<file path="src/rtl/viterbi_pkg.sv">
// rtl/viterbi_pkg.sv - FSM states, default generator polynomials and encoder output helper
package viterbi_pkg;

    typedef enum logic [1:0] {
        ST_IDLE,
        ST_RUN,
        ST_FLUSH
    } vit_state_e;

    localparam int G0_DEF = 'o7;
    localparam int G1_DEF = 'o5;

    // Encoder register is {u, state}; the newest input bit sits at bit k-1.
    function automatic logic [1:0] vit_code(input int k, input int g0, input int g1,
                                            input int st, input logic u);
        int r;
        r = st | (int'(u) << (k - 1));
        return {^(r & g0), ^(r & g1)};
    endfunction

endpackage

</file>
<file path="src/rtl/vit_acs_unit.sv">
// rtl/vit_acs_unit.sv - one trellis state: normalised add-compare-select with saturation and survivor shift
module vit_acs_unit #(
    parameter int PM_W = 8,
    parameter int BM_W = 2,
    parameter int TB_D = 15
) (
    input  logic [PM_W-1:0] pm_a_i,
    input  logic [PM_W-1:0] pm_b_i,
    input  logic [PM_W-1:0] pm_min_i,
    input  logic [BM_W-1:0] bm_a_i,
    input  logic [BM_W-1:0] bm_b_i,
    input  logic [TB_D-1:0] surv_a_i,
    input  logic [TB_D-1:0] surv_b_i,
    input  logic            bit_i,
    output logic [PM_W-1:0] pm_o,
    output logic [TB_D-1:0] surv_o
);
    localparam int SW = PM_W + BM_W;
    localparam logic [SW-1:0] PM_MAX = {{BM_W{1'b0}}, {PM_W{1'b1}}};

    logic [SW-1:0] cand_a;
    logic [SW-1:0] cand_b;
    logic [SW-1:0] best;
    logic          sel_b;

    always_comb begin
        cand_a = SW'(pm_a_i) - SW'(pm_min_i) + SW'(bm_a_i);
        cand_b = SW'(pm_b_i) - SW'(pm_min_i) + SW'(bm_b_i);
        // Strict compare keeps the lower-index predecessor on a tie.
        sel_b  = cand_b < cand_a;
        best   = sel_b ? cand_b : cand_a;
        pm_o   = (best > PM_MAX) ? PM_MAX[PM_W-1:0] : best[PM_W-1:0];
        surv_o = {(sel_b ? surv_b_i[TB_D-2:0] : surv_a_i[TB_D-2:0]), bit_i};
    end

endmodule

</file>
<file path="src/rtl/viterbi_stream_dec.sv">
// rtl/viterbi_stream_dec.sv - streaming register-exchange Viterbi decoder; VITERBI_SOFT_EN selects soft-decision metrics
module viterbi_stream_dec
    import viterbi_pkg::*;
#(
    parameter int K    = 3,
    parameter int G0   = G0_DEF,
    parameter int G1   = G1_DEF,
    parameter int TB_D = 15,
    parameter int PM_W = 8,
`ifdef VITERBI_SOFT_EN
    parameter int SOFT_W = 3,
    localparam int SYM_W = 2 * SOFT_W,
    localparam int BM_W  = SOFT_W + 1
`else
    localparam int SYM_W = 2,
    localparam int BM_W  = 2
`endif
) (
    input  logic             clk,
    input  logic             rst,
    input  logic             in_valid,
    output logic             in_ready,
    input  logic [SYM_W-1:0] in_sym,
    input  logic             in_last,
    output logic             out_valid,
    input  logic             out_ready,
    output logic             out_bit,
    output logic             out_last,
    output logic             busy
);
    localparam int NS = 1 << (K - 1);
    localparam int IW = K - 1;
    localparam int CW = $clog2(TB_D + 1);
    localparam logic [PM_W-1:0] PM_INIT = {1'b1, {(PM_W - 1){1'b0}}};

    vit_state_e      state_q;
    logic [PM_W-1:0] pm_q   [NS];
    logic [TB_D-1:0] surv_q [NS];
    logic [CW-1:0]   fcnt_q;
    logic            out_valid_q;
    logic            out_bit_q;
    logic            out_last_q;

    logic [PM_W-1:0] pm_min;
    logic [PM_W-1:0] pm_acs   [NS];
    logic [TB_D-1:0] surv_acs [NS];
    logic [IW-1:0]   best_st;
    logic [CW-1:0]   fcnt_inc;
    logic            out_free;
    logic            accept;

    function automatic logic [BM_W-1:0] branch_metric(input logic [SYM_W-1:0] sym,
                                                      input logic [1:0] code);
`ifdef VITERBI_SOFT_EN
        logic [SOFT_W-1:0] r0, r1, d0, d1;
        r0 = sym[SYM_W-1:SOFT_W];
        r1 = sym[SOFT_W-1:0];
        d0 = code[1] ? ({SOFT_W{1'b1}} - r0) : r0;
        d1 = code[0] ? ({SOFT_W{1'b1}} - r1) : r1;
        return BM_W'(d0) + BM_W'(d1);
`else
        return BM_W'(sym[1] ^ code[1]) + BM_W'(sym[0] ^ code[0]);
`endif
    endfunction

    assign out_free  = !out_valid_q || out_ready;
    assign in_ready  = rst && (state_q != ST_FLUSH) && out_free;
    assign accept    = in_valid && in_ready;
    assign fcnt_inc  = (fcnt_q == CW'(TB_D)) ? fcnt_q : fcnt_q + 1'b1;
    assign out_valid = out_valid_q;
    assign out_bit   = out_bit_q;
    assign out_last  = out_last_q;
    assign busy      = state_q != ST_IDLE;

    always_comb begin
        pm_min  = pm_q[0];
        best_st = '0;
        for (int s = 1; s < NS; s++) begin
            if (pm_q[s] < pm_min) pm_min = pm_q[s];
            if (pm_acs[s] < pm_acs[best_st]) best_st = IW'(s);
        end
    end

    // State n is reached from predecessors {n[K-3:0], b} with input bit n[K-2].
    for (genvar n = 0; n < NS; n++) begin : g_acs
        localparam int PA = (2 * n) % NS;
        localparam logic U = (n >= NS / 2);
        localparam logic [1:0] CA = vit_code(K, G0, G1, PA, U);
        localparam logic [1:0] CB = vit_code(K, G0, G1, PA + 1, U);

        vit_acs_unit #(
            .PM_W(PM_W),
            .BM_W(BM_W),
            .TB_D(TB_D)
        ) u_acs (
            .pm_a_i  (pm_q[PA]),
            .pm_b_i  (pm_q[PA+1]),
            .pm_min_i(pm_min),
            .bm_a_i  (branch_metric(in_sym, CA)),
            .bm_b_i  (branch_metric(in_sym, CB)),
            .surv_a_i(surv_q[PA]),
            .surv_b_i(surv_q[PA+1]),
            .bit_i   (U),
            .pm_o    (pm_acs[n]),
            .surv_o  (surv_acs[n])
        );
    end

    always_ff @(posedge clk or negedge rst) begin
        if (!rst) begin
            state_q     <= ST_IDLE;
            fcnt_q      <= '0;
            out_valid_q <= 1'b0;
            out_bit_q   <= 1'b0;
            out_last_q  <= 1'b0;
            for (int s = 0; s < NS; s++) begin
                pm_q[s]   <= (s == 0) ? '0 : PM_INIT;
                surv_q[s] <= '0;
            end
        end else begin
            if (out_valid_q && out_ready) out_valid_q <= 1'b0;
            case (state_q)
                ST_IDLE, ST_RUN: begin
                    if (accept) begin
                        for (int s = 0; s < NS; s++) begin
                            pm_q[s]   <= pm_acs[s];
                            surv_q[s] <= surv_acs[s];
                        end
                        fcnt_q  <= fcnt_inc;
                        state_q <= in_last ? ST_FLUSH : ST_RUN;
                        // The closing symbol leaves its whole window to the terminated flush.
                        if (!in_last && fcnt_inc == CW'(TB_D)) begin
                            out_valid_q <= 1'b1;
                            out_bit_q   <= surv_acs[best_st][TB_D-1];
                            out_last_q  <= 1'b0;
                        end
                    end
                end
                ST_FLUSH: begin
                    if (fcnt_q != '0 && out_free) begin
                        out_valid_q <= 1'b1;
                        out_bit_q   <= surv_q[0][fcnt_q - 1'b1];
                        out_last_q  <= (fcnt_q == CW'(1));
                        fcnt_q      <= fcnt_q - 1'b1;
                    end else if (fcnt_q == '0 && out_valid_q && out_ready && out_last_q) begin
                        state_q    <= ST_IDLE;
                        out_bit_q  <= 1'b0;
                        out_last_q <= 1'b0;
                        for (int s = 0; s < NS; s++) begin
                            pm_q[s]   <= (s == 0) ? '0 : PM_INIT;
                            surv_q[s] <= '0;
                        end
                    end
                end
                default: state_q <= ST_IDLE;
            endcase
        end
    end

endmodule

</file>
<file path="config.mk">
export PLATFORM = sky130hd
export DESIGN_NAME = viterbi_stream_dec
export DESIGN_NICKNAME = d
export VERILOG_FILES = /design/src/rtl/viterbi_pkg.sv /design/src/rtl/vit_acs_unit.sv /design/src/rtl/viterbi_stream_dec.sv
export SDC_FILE = /design/constraint.sdc
export NUM_CORES = 1
export LEC_CHECK = 0
export BUFFER_PORTS_ARGS = -buffer_cell sky130_fd_sc_hd__buf_2
export CAP_MARGIN = 25
export CORE_ASPECT_RATIO = 0.75
export CORE_MARGIN = 2
export CORE_UTILIZATION = 60
export CTS_CLUSTER_DIAMETER = 100
export DETAILED_ROUTE_END_ITERATION = 16
export PLACE_DENSITY_LB_ADDON = 0.05
export SLEW_MARGIN = 5
export SYNTH_ARGS = -nofsm -noshare
export SYNTH_HDL_FRONTEND = slang
export SYNTH_SLANG_ARGS = --single-unit
</file>
<file path="constraint.sdc">
create_clock -name clk -period 17.4 [get_ports clk]
set_input_delay 3.48 -clock clk [delete_from_list [all_inputs] [get_ports clk]]
set_output_delay 3.48 -clock clk [all_outputs]
set_load 0.01 [all_outputs]
</file>
==> metrics.yaml, run 1 <==
result_of_the_run: "finished, final reports clean"
setup.worst_path.end_class: "flop"
critPathKind: "flop to flop"
critical-path-top-cell-by-count: "sky130_fd_sc_hd__ha_1"
timing.setup.tns_ns: 0
synth_edf_count: 0
critPathSlowestCell: "sky130_fd_sc_hd__nor3_1"
seq_area_frac_synth_pct: 21.0
area_fraction_in_and_or_nand_and_nor_cells_after_synthesis_pct: 19.2
htree_levels: 3
row_count: 42
final_layout_size_suffix_gt1_share_pct: 8.17
worst-path-max-fanout: 27
worstSetupStartpoint: "pm_q[27]"
dr.first_iter.drc_count: 1079
worst-r2r-setup-slack_ns: 1.60
synth_top_family_by_area: "compound AO/OA/AOI/OAI gates"
syn_to_final_growth_pct: 5.65
yosys-top-cells-area: "sky130_fd_sc_hd__dfrtp_1, sky130_fd_sc_hd__ha_1, sky130_fd_sc_hd__mux2i_1, sky130_fd_sc_hd__o21ai_0, sky130_fd_sc_hd__nand2_1"
grt_pass1_vias: 9580
numClockSinks: 92
remaining_drc_errors: 0
global_placer_s_final_weighted_congestion: 0.959
grtUsageMet3_pct: 9.57
ys_top_cells_by_count: "sky130_fd_sc_hd__nand2_1, sky130_fd_sc_hd__ha_1, sky130_fd_sc_hd__o21ai_0"
floorplan.initialDensity_pct: 61.7
reg2reg_to: "out_bit"
tightest_slew_ns: 1.08
groute.layer.met1.usage_pct: 52.2
synth_fa_ha_area_share_pct: 16.3
skew_ns: 0.0156
grt_antenna_before_repair: 1
postRouteWirelength_um: 33100
setup.worst_path.end: "out_bit"
mappedNetlistNets: 1504
io-pin-count: 12
worst-endpoint-required_ns: 17.64
reg2reg_from: "pm_q[27]"
number_of_pins_with_negative_max_slew_slack_in_the_final_report: 0
top_usage_layer: "met1"
clk-insertion-delay-late_ns: 0.36
synth_ff_type: "sky130_fd_sc_hd__dfrtp_1"
ant_nets: 0
critical_path_arrival_ns: 16.04
grt_setup_unrepaired: "false"
hold_violations: 0
grt_remaining_overflow: 0
max-clock-path-buffers: 2
grt_pass1_wl_um: 53000
post_synthesis_instance_area_um2: 11000
fp.dieW_um: 160
synth_most_common_cell: "sky130_fd_sc_hd__nand2_1"
dieHeight_um: 121
max_stage_delay_ns: 0.71
syn_inst: 1359
clock_tree_from_tritoncts: "done"
report.final.setup_viol: 0
share_of_flip_flops_with_an_asynchronous_set_or_reset_pct: 100
cts_hold_buffers: 0
synthDistinctLibCells: 91
fp.dieArea_um2: 19400
slew_headroom_pct: 28.0
synth.avg_cell_area_um2: 8.09
cts.root.buffer_cell: "sky130_fd_sc_hd__clkbuf_16"
avgViaCountPerCell: 6.44
global_route.usage.total_pct: 35.1
ys.warnings.count: 0
drv_cap: 0
firstDrtPassIters: 5
coreArea_um2: 17800
gr-usage-met2_pct: 49.4
clk_pin_slew_worst_paths_ns: 0.08
fraction_of_the_mapped_netlist_area_in_compound_gates_pct: 24.4
post_synth_xor_area_fraction_pct: 5.95
wl_per_cell_um: 20.8
min_period_over_period_pct: 90.8
hp-class: "flop to flop"
via_count: 10200
post-route-min-period_ns: 15.80
number_of_instances_on_the_worst_hold_path: 2
top_cell_type_s_share_of_synthesized_area_pct: 20.2
clock.fmax_ghz: 0.0633
synth.area.mux_share_pct: 8.46
cell_depth_of_the_worst_flop_to_flop_path: 67
dpl.hpwl_um: 25900
layout.nets: 1486
cts_inserted_buffers: 9
library_cell_with_the_largest_summed_area_after_synthesis: "sky130_fd_sc_hd__dfrtp_1"
worst_setup_path_start_kind: "flop"
grt_start_max_net_pins: 71
synth.ff_latch_count: 92
io_port_bufs: 11
==> state kept, by name, indices dropped and copies added, names as in the netlist <==
register / cells
state_q: 2
out_valid: 1
out_last: 1
surv_q: 51
fcnt_q: 4
out_bit: 1
pm_q: 32
==> worst max-delay path: cells and delay by family, from the launching register on <==
kind                     cells  cell delay [ns]
AO/OA/AOI/OAI               29             6.37
XOR/XNOR                     1             0.15
adder cells (fa/ha/maj)      8             2.60
buffers and inverters        4             1.09
flip-flops                   1             0.50
multiplexers                 2             0.85
AND/OR/NAND/NOR             23             4.12
==> how the worst min path moves through the flow <==
| stage | from | endpoint | slack, ns |
|---|---|---|---|
| 6_report | surv_q[0] | surv_q[0] | 0.48 |
| 5_1_grt | surv_q[0] | surv_q[0] | 0.50 |
| 4_1_cts | surv_q[0] | surv_q[0] | 0.48 |
| 3_5_place_dp | surv_q[0] | surv_q[0] | 0.47 |
| 3_3_place_gp | surv_q[0] | surv_q[0] | 0.46 |
| 2_1_floorplan | surv_q[0] | surv_q[0] | 0.45 |
==> layout make-up <==
class	count	area, um2
Fill cell	1564	6190
Multi-Input combinational cell	1134	8220
Tap cell	242	303
Timing Repair Buffer	29	190
Sequential cell	92	2310
Antenna cell	1	2.50
Inverter	75	282
Clock buffer	9	225
Clock inverter	7	90.1
==> cell families (layout without fill, tap and decap cells) <==
family	after synthesis	in the layout
fa+ha+maj	139	139
compound gates	403	403
mux	87	87
xor+xnor	73	73
simple gates	432	432
buf+inv	133	120
other cells	0	1
flops	92	92
==> through the flow <==
step	cells	hold WS [ns]	setup slack (ns)	utilization, %	area [um2]
detailed placement	1571	0.466	1.67	63.4	11300
global placement	1571	0.461	1.95	63.4	11300
CTS	1587	0.484	1.66	65.1	11600
global route	1588	0.503	0.0717	65.2	11600
finish	1589	0.484	1.60	65.2	11600
floorplan	1359	0.447	2.80	-	11000
==> routing by layer <==
| layer | vias up | routed length, um |
|---|---|---|
| li1 | 4920 | - |
| met1 | 4823 | 15900 |
| met2 | 439 | 13000 |
| met3 | 52 | 3340 |
| met4 | 2 | 786 |
| met5 | - | 105 |
==> repair_timing <==
item	in CTS	in global routing
gates resized for setup	0	1
setup endpoints to repair	0	1
buffers inserted	0	0
==> cells in the final DEF, fill, tap and decap left out, types with 8 or more instances in the layout <==
cell                        instances
sky130_fd_sc_hd__or3_1             10
sky130_fd_sc_hd__nand4_1           11
sky130_fd_sc_hd__a211oi_1          16
sky130_fd_sc_hd__and2_1            11
sky130_fd_sc_hd__xor2_1            25
sky130_fd_sc_hd__nor3_1            22
sky130_fd_sc_hd__buf_2             11
sky130_fd_sc_hd__nor2_1            97
sky130_fd_sc_hd__buf_4             18
sky130_fd_sc_hd__a21oi_1           73
sky130_fd_sc_hd__mux2_2            12
sky130_fd_sc_hd__o211ai_1          10
sky130_fd_sc_hd__dfrtp_1           89
sky130_fd_sc_hd__ha_1             130
sky130_fd_sc_hd__o21a_1            16
sky130_fd_sc_hd__mux2i_1           69
sky130_fd_sc_hd__and4_1             8
sky130_fd_sc_hd__a31oi_1           21
sky130_fd_sc_hd__or2_2             12
sky130_fd_sc_hd__o21ai_0          115
sky130_fd_sc_hd__o22ai_1           15
sky130_fd_sc_hd__nand2_1          144
sky130_fd_sc_hd__nor4_1             8
sky130_fd_sc_hd__a211o_1            8
sky130_fd_sc_hd__a21o_1            36
sky130_fd_sc_hd__inv_1             74
sky130_fd_sc_hd__xnor2_1           46
sky130_fd_sc_hd__and3_1            10
sky130_fd_sc_hd__nor2b_1           13
sky130_fd_sc_hd__nand2b_1          34
sky130_fd_sc_hd__clkbuf_16          9
sky130_fd_sc_hd__a22o_1            13
sky130_fd_sc_hd__fa_1               8
sky130_fd_sc_hd__nand3_1           29
Power of run 1 is not shown: default switching activity piles up to over one toggle a cycle in this logic, so the estimate is an artifact.
==> inputs of run 2 (changes only) <==
Settings changed: CTS_BUF_LIST from default to sky130_fd_sc_hd__clkbuf_8, PLACE_DENSITY from default to 0.76, PLACE_DENSITY_LB_ADDON 0.05 to default.
==> metrics.yaml, run 2 (synthesis results as in run 1) <==
largest_register_ffs: 51  # unchanged
critPathSlowestCell: "sky130_fd_sc_hd__a31oi_1"
cts.root.buffer_cell: "sky130_fd_sc_hd__clkbuf_8"
dieHeight_um: 121  # unchanged
critical-path-top-cell-by-count: "sky130_fd_sc_hd__ha_1"
row_count: 42  # unchanged
critical_path_arrival_ns: 16.52  # +0.48 ns
hp-class: "flop to flop"
cell_depth_of_the_worst_flop_to_flop_path: 68  # +1.5%
global_route.usage.total_pct: 34.6  # -0.51 points
slew_headroom_pct: 23.4  # -4.6 points
global_placer_s_final_weighted_congestion: 1.05  # +9.8%
numClockSinks: 92  # unchanged
commonest_non_fill_non_tap_cell_in_the_layout: "sky130_fd_sc_hd__nand2_1"
max_stage_delay_ns: 0.52  # -0.19 ns
dr.first_iter.drc_count: 1442  # +34%
syn_to_final_growth_pct: 4.67
postCtsSetupBuffers: 0  # unchanged
grt_pass1_wl_um: 53100  # +0.11%
io_port_bufs: 11  # unchanged
cts_hold_buffers: 0  # unchanged
avgViaCountPerCell: 6.63  # +2.9%
floorplan.initialDensity_pct: 61.7  # unchanged
drv_cap: 0  # unchanged
worstSetupStartpoint: "pm_q[27]"
hold_violations: 0  # unchanged
fp.dieW_um: 160  # unchanged
clock_tree_from_tritoncts: "done"
dpl.hpwl_um: 25800  # -0.54%
setup.worst_path.end_class: "flop"
grt_remaining_overflow: 0  # unchanged
number_of_pins_with_negative_max_slew_slack_in_the_final_report: 0  # unchanged
report.final.setup_viol: 0  # unchanged
htree_levels: 3  # unchanged
skew_ns: 0.0176  # +0.00205 ns
via_count: 10500  # +2.6%
grt_antenna_before_repair: 0  # -1
result_of_the_run: "finished, final reports clean"
largest_register: "surv_q"
grt_pass1_vias: 9639  # +0.62%
clk_pin_slew_worst_paths_ns: 0.09  # about the same
fp.dieArea_um2: 19400  # unchanged
min_period_over_period_pct: 93.2  # +2.4 points
coreArea_um2: 17800  # unchanged
antenna_cells: 0  # -1
max-clock-path-buffers: 2  # unchanged
cts_inserted_buffers: 9  # unchanged
largestRegisters: "surv_q: 51 flops, pm_q: 32 flops, fcnt_q: 4 flops"
clk-insertion-delay-late_ns: 0.39  # +0.03 ns
layout.nets: 1484  # -0.13%
layout_common_cells: "sky130_fd_sc_hd__nand2_1, sky130_fd_sc_hd__ha_1, sky130_fd_sc_hd__o21ai_0, sky130_fd_sc_hd__nor2_1, sky130_fd_sc_hd__dfrtp_1"
ant_nets: 0  # unchanged
final_layout_size_suffix_gt1_share_pct: 8.12  # -0.056 points
io-pin-count: 12  # unchanged
remaining_drc_errors: 0  # unchanged
clock.fmax_ghz: 0.0617  # -2.6%
reg2reg_to: "out_bit"
hold_path.startpoint: "surv_q[0]"
timing.setup.tns_ns: 0  # unchanged
worst-path-max-fanout: 20  # -26%
firstDrtPassIters: 7  # +2
postRouteWirelength_um: 33100  # about the same
worst-endpoint-required_ns: 17.70  # +0.06 ns
number_of_instances_on_the_worst_hold_path: 2  # unchanged
tightest_slew_ns: 1.15  # +0.0695 ns
post-route-min-period_ns: 16.21  # +0.417 ns
grt_start_max_net_pins: 76  # +7.0%
worstHoldEndpoint: "surv_q[0]"
reg2reg_from: "pm_q[27]"
worst-r2r-setup-slack_ns: 1.19  # -0.42 ns
worst_setup_path_start_kind: "flop"
post_cts_resize_count: 0  # unchanged
grt_setup_unrepaired: "false"
wl_per_cell_um: 20.9  # +0.34%
critPathKind: "flop to flop"
==> run 2: cell count changes in the layout (fill, tap and decap cells not counted), moves of 2 or more <==
| cell | before | now |
|---|---|---|
| sky130_fd_sc_hd__nor2_2 | 1 | 3 |
| sky130_fd_sc_hd__buf_4 | 18 | 16 |
| sky130_fd_sc_hd__clkbuf_8 | 0 | 10 |
| sky130_fd_sc_hd__clkbuf_16 | 9 | 0 |
| sky130_fd_sc_hd__inv_8 | 3 | 0 |
| sky130_fd_sc_hd__nor2_1 | 97 | 95 |
==> run 2: how the worst max path moves through the flow <==
stage | endpoint | slack, ns | depth (start not counted)
finish | out_bit | 1.19 | 68
global route | out_bit | 0.007 | 69
CTS | out_bit | 0.89 | 68
detailed placement | out_bit | 0.97 | 68
global placement | out_bit | 1.47 | 70
floorplan | out_bit | 2.80 | 73
==> run 2: metal layers <==
layer / wire length, um / global-route usage (%) / up-vias / share of wire [%]
met1: 15400 / 51.7 / 4968 / 46
met5: 0 / 0 / - / 0
met2: 13500 / 50.7 / 557 / 41
met4: 743 / 8.39 / 0 / 2.2
li1: - / - / 4917 / -
met3: 3470 / 7.45 / 64 / 10
==> run 2: per-stage QoR <==
| step | cell area (um2) | setup WS [ns] | instances | hold WS [ns] | util, % |
|---|---|---|---|---|---|
| finish | 11500 | 1.19 | 1585 | 0.488 | 64.6 |
| global route | 11500 | 0.00703 | 1585 | 0.542 | 64.6 |
| CTS | 11500 | 0.889 | 1584 | 0.491 | 64.4 |
| detailed placement | 11300 | 0.965 | 1569 | 0.467 | 63.3 |
| global placement | 11300 | 1.47 | 1569 | 0.470 | 63.3 |
| floorplan | 11000 | 2.80 | 1359 | 0.447 | - |
==> run 2: layout make-up <==
| class | count | area (um2) |
|---|---|---|
| Multi-Input combinational cell | 1134 | 8230 |
| Fill cell | 1511 | 6300 |
| Sequential cell | 92 | 2310 |
| Tap cell | 242 | 303 |
| Inverter | 75 | 282 |
| Timing Repair Buffer | 27 | 198 |
| Clock buffer | 10 | 138 |
| Clock inverter | 5 | 60.1 |
==> run 2: worst max-delay path: cells and delay by family, from the launching register on <==
| family | cells | cell delay [ns] |
|---|---|---|
| xor+xnor | 1 | 0.29 |
| fa+ha+maj | 9 | 2.49 |
| buf+inv | 5 | 1.04 |
| compound gates | 34 | 8.37 |
| mux | 1 | 0.35 |
| flops | 1 | 0.51 |
| simple gates | 18 | 3.05 |
Power of run 2 is left out for the same reason.
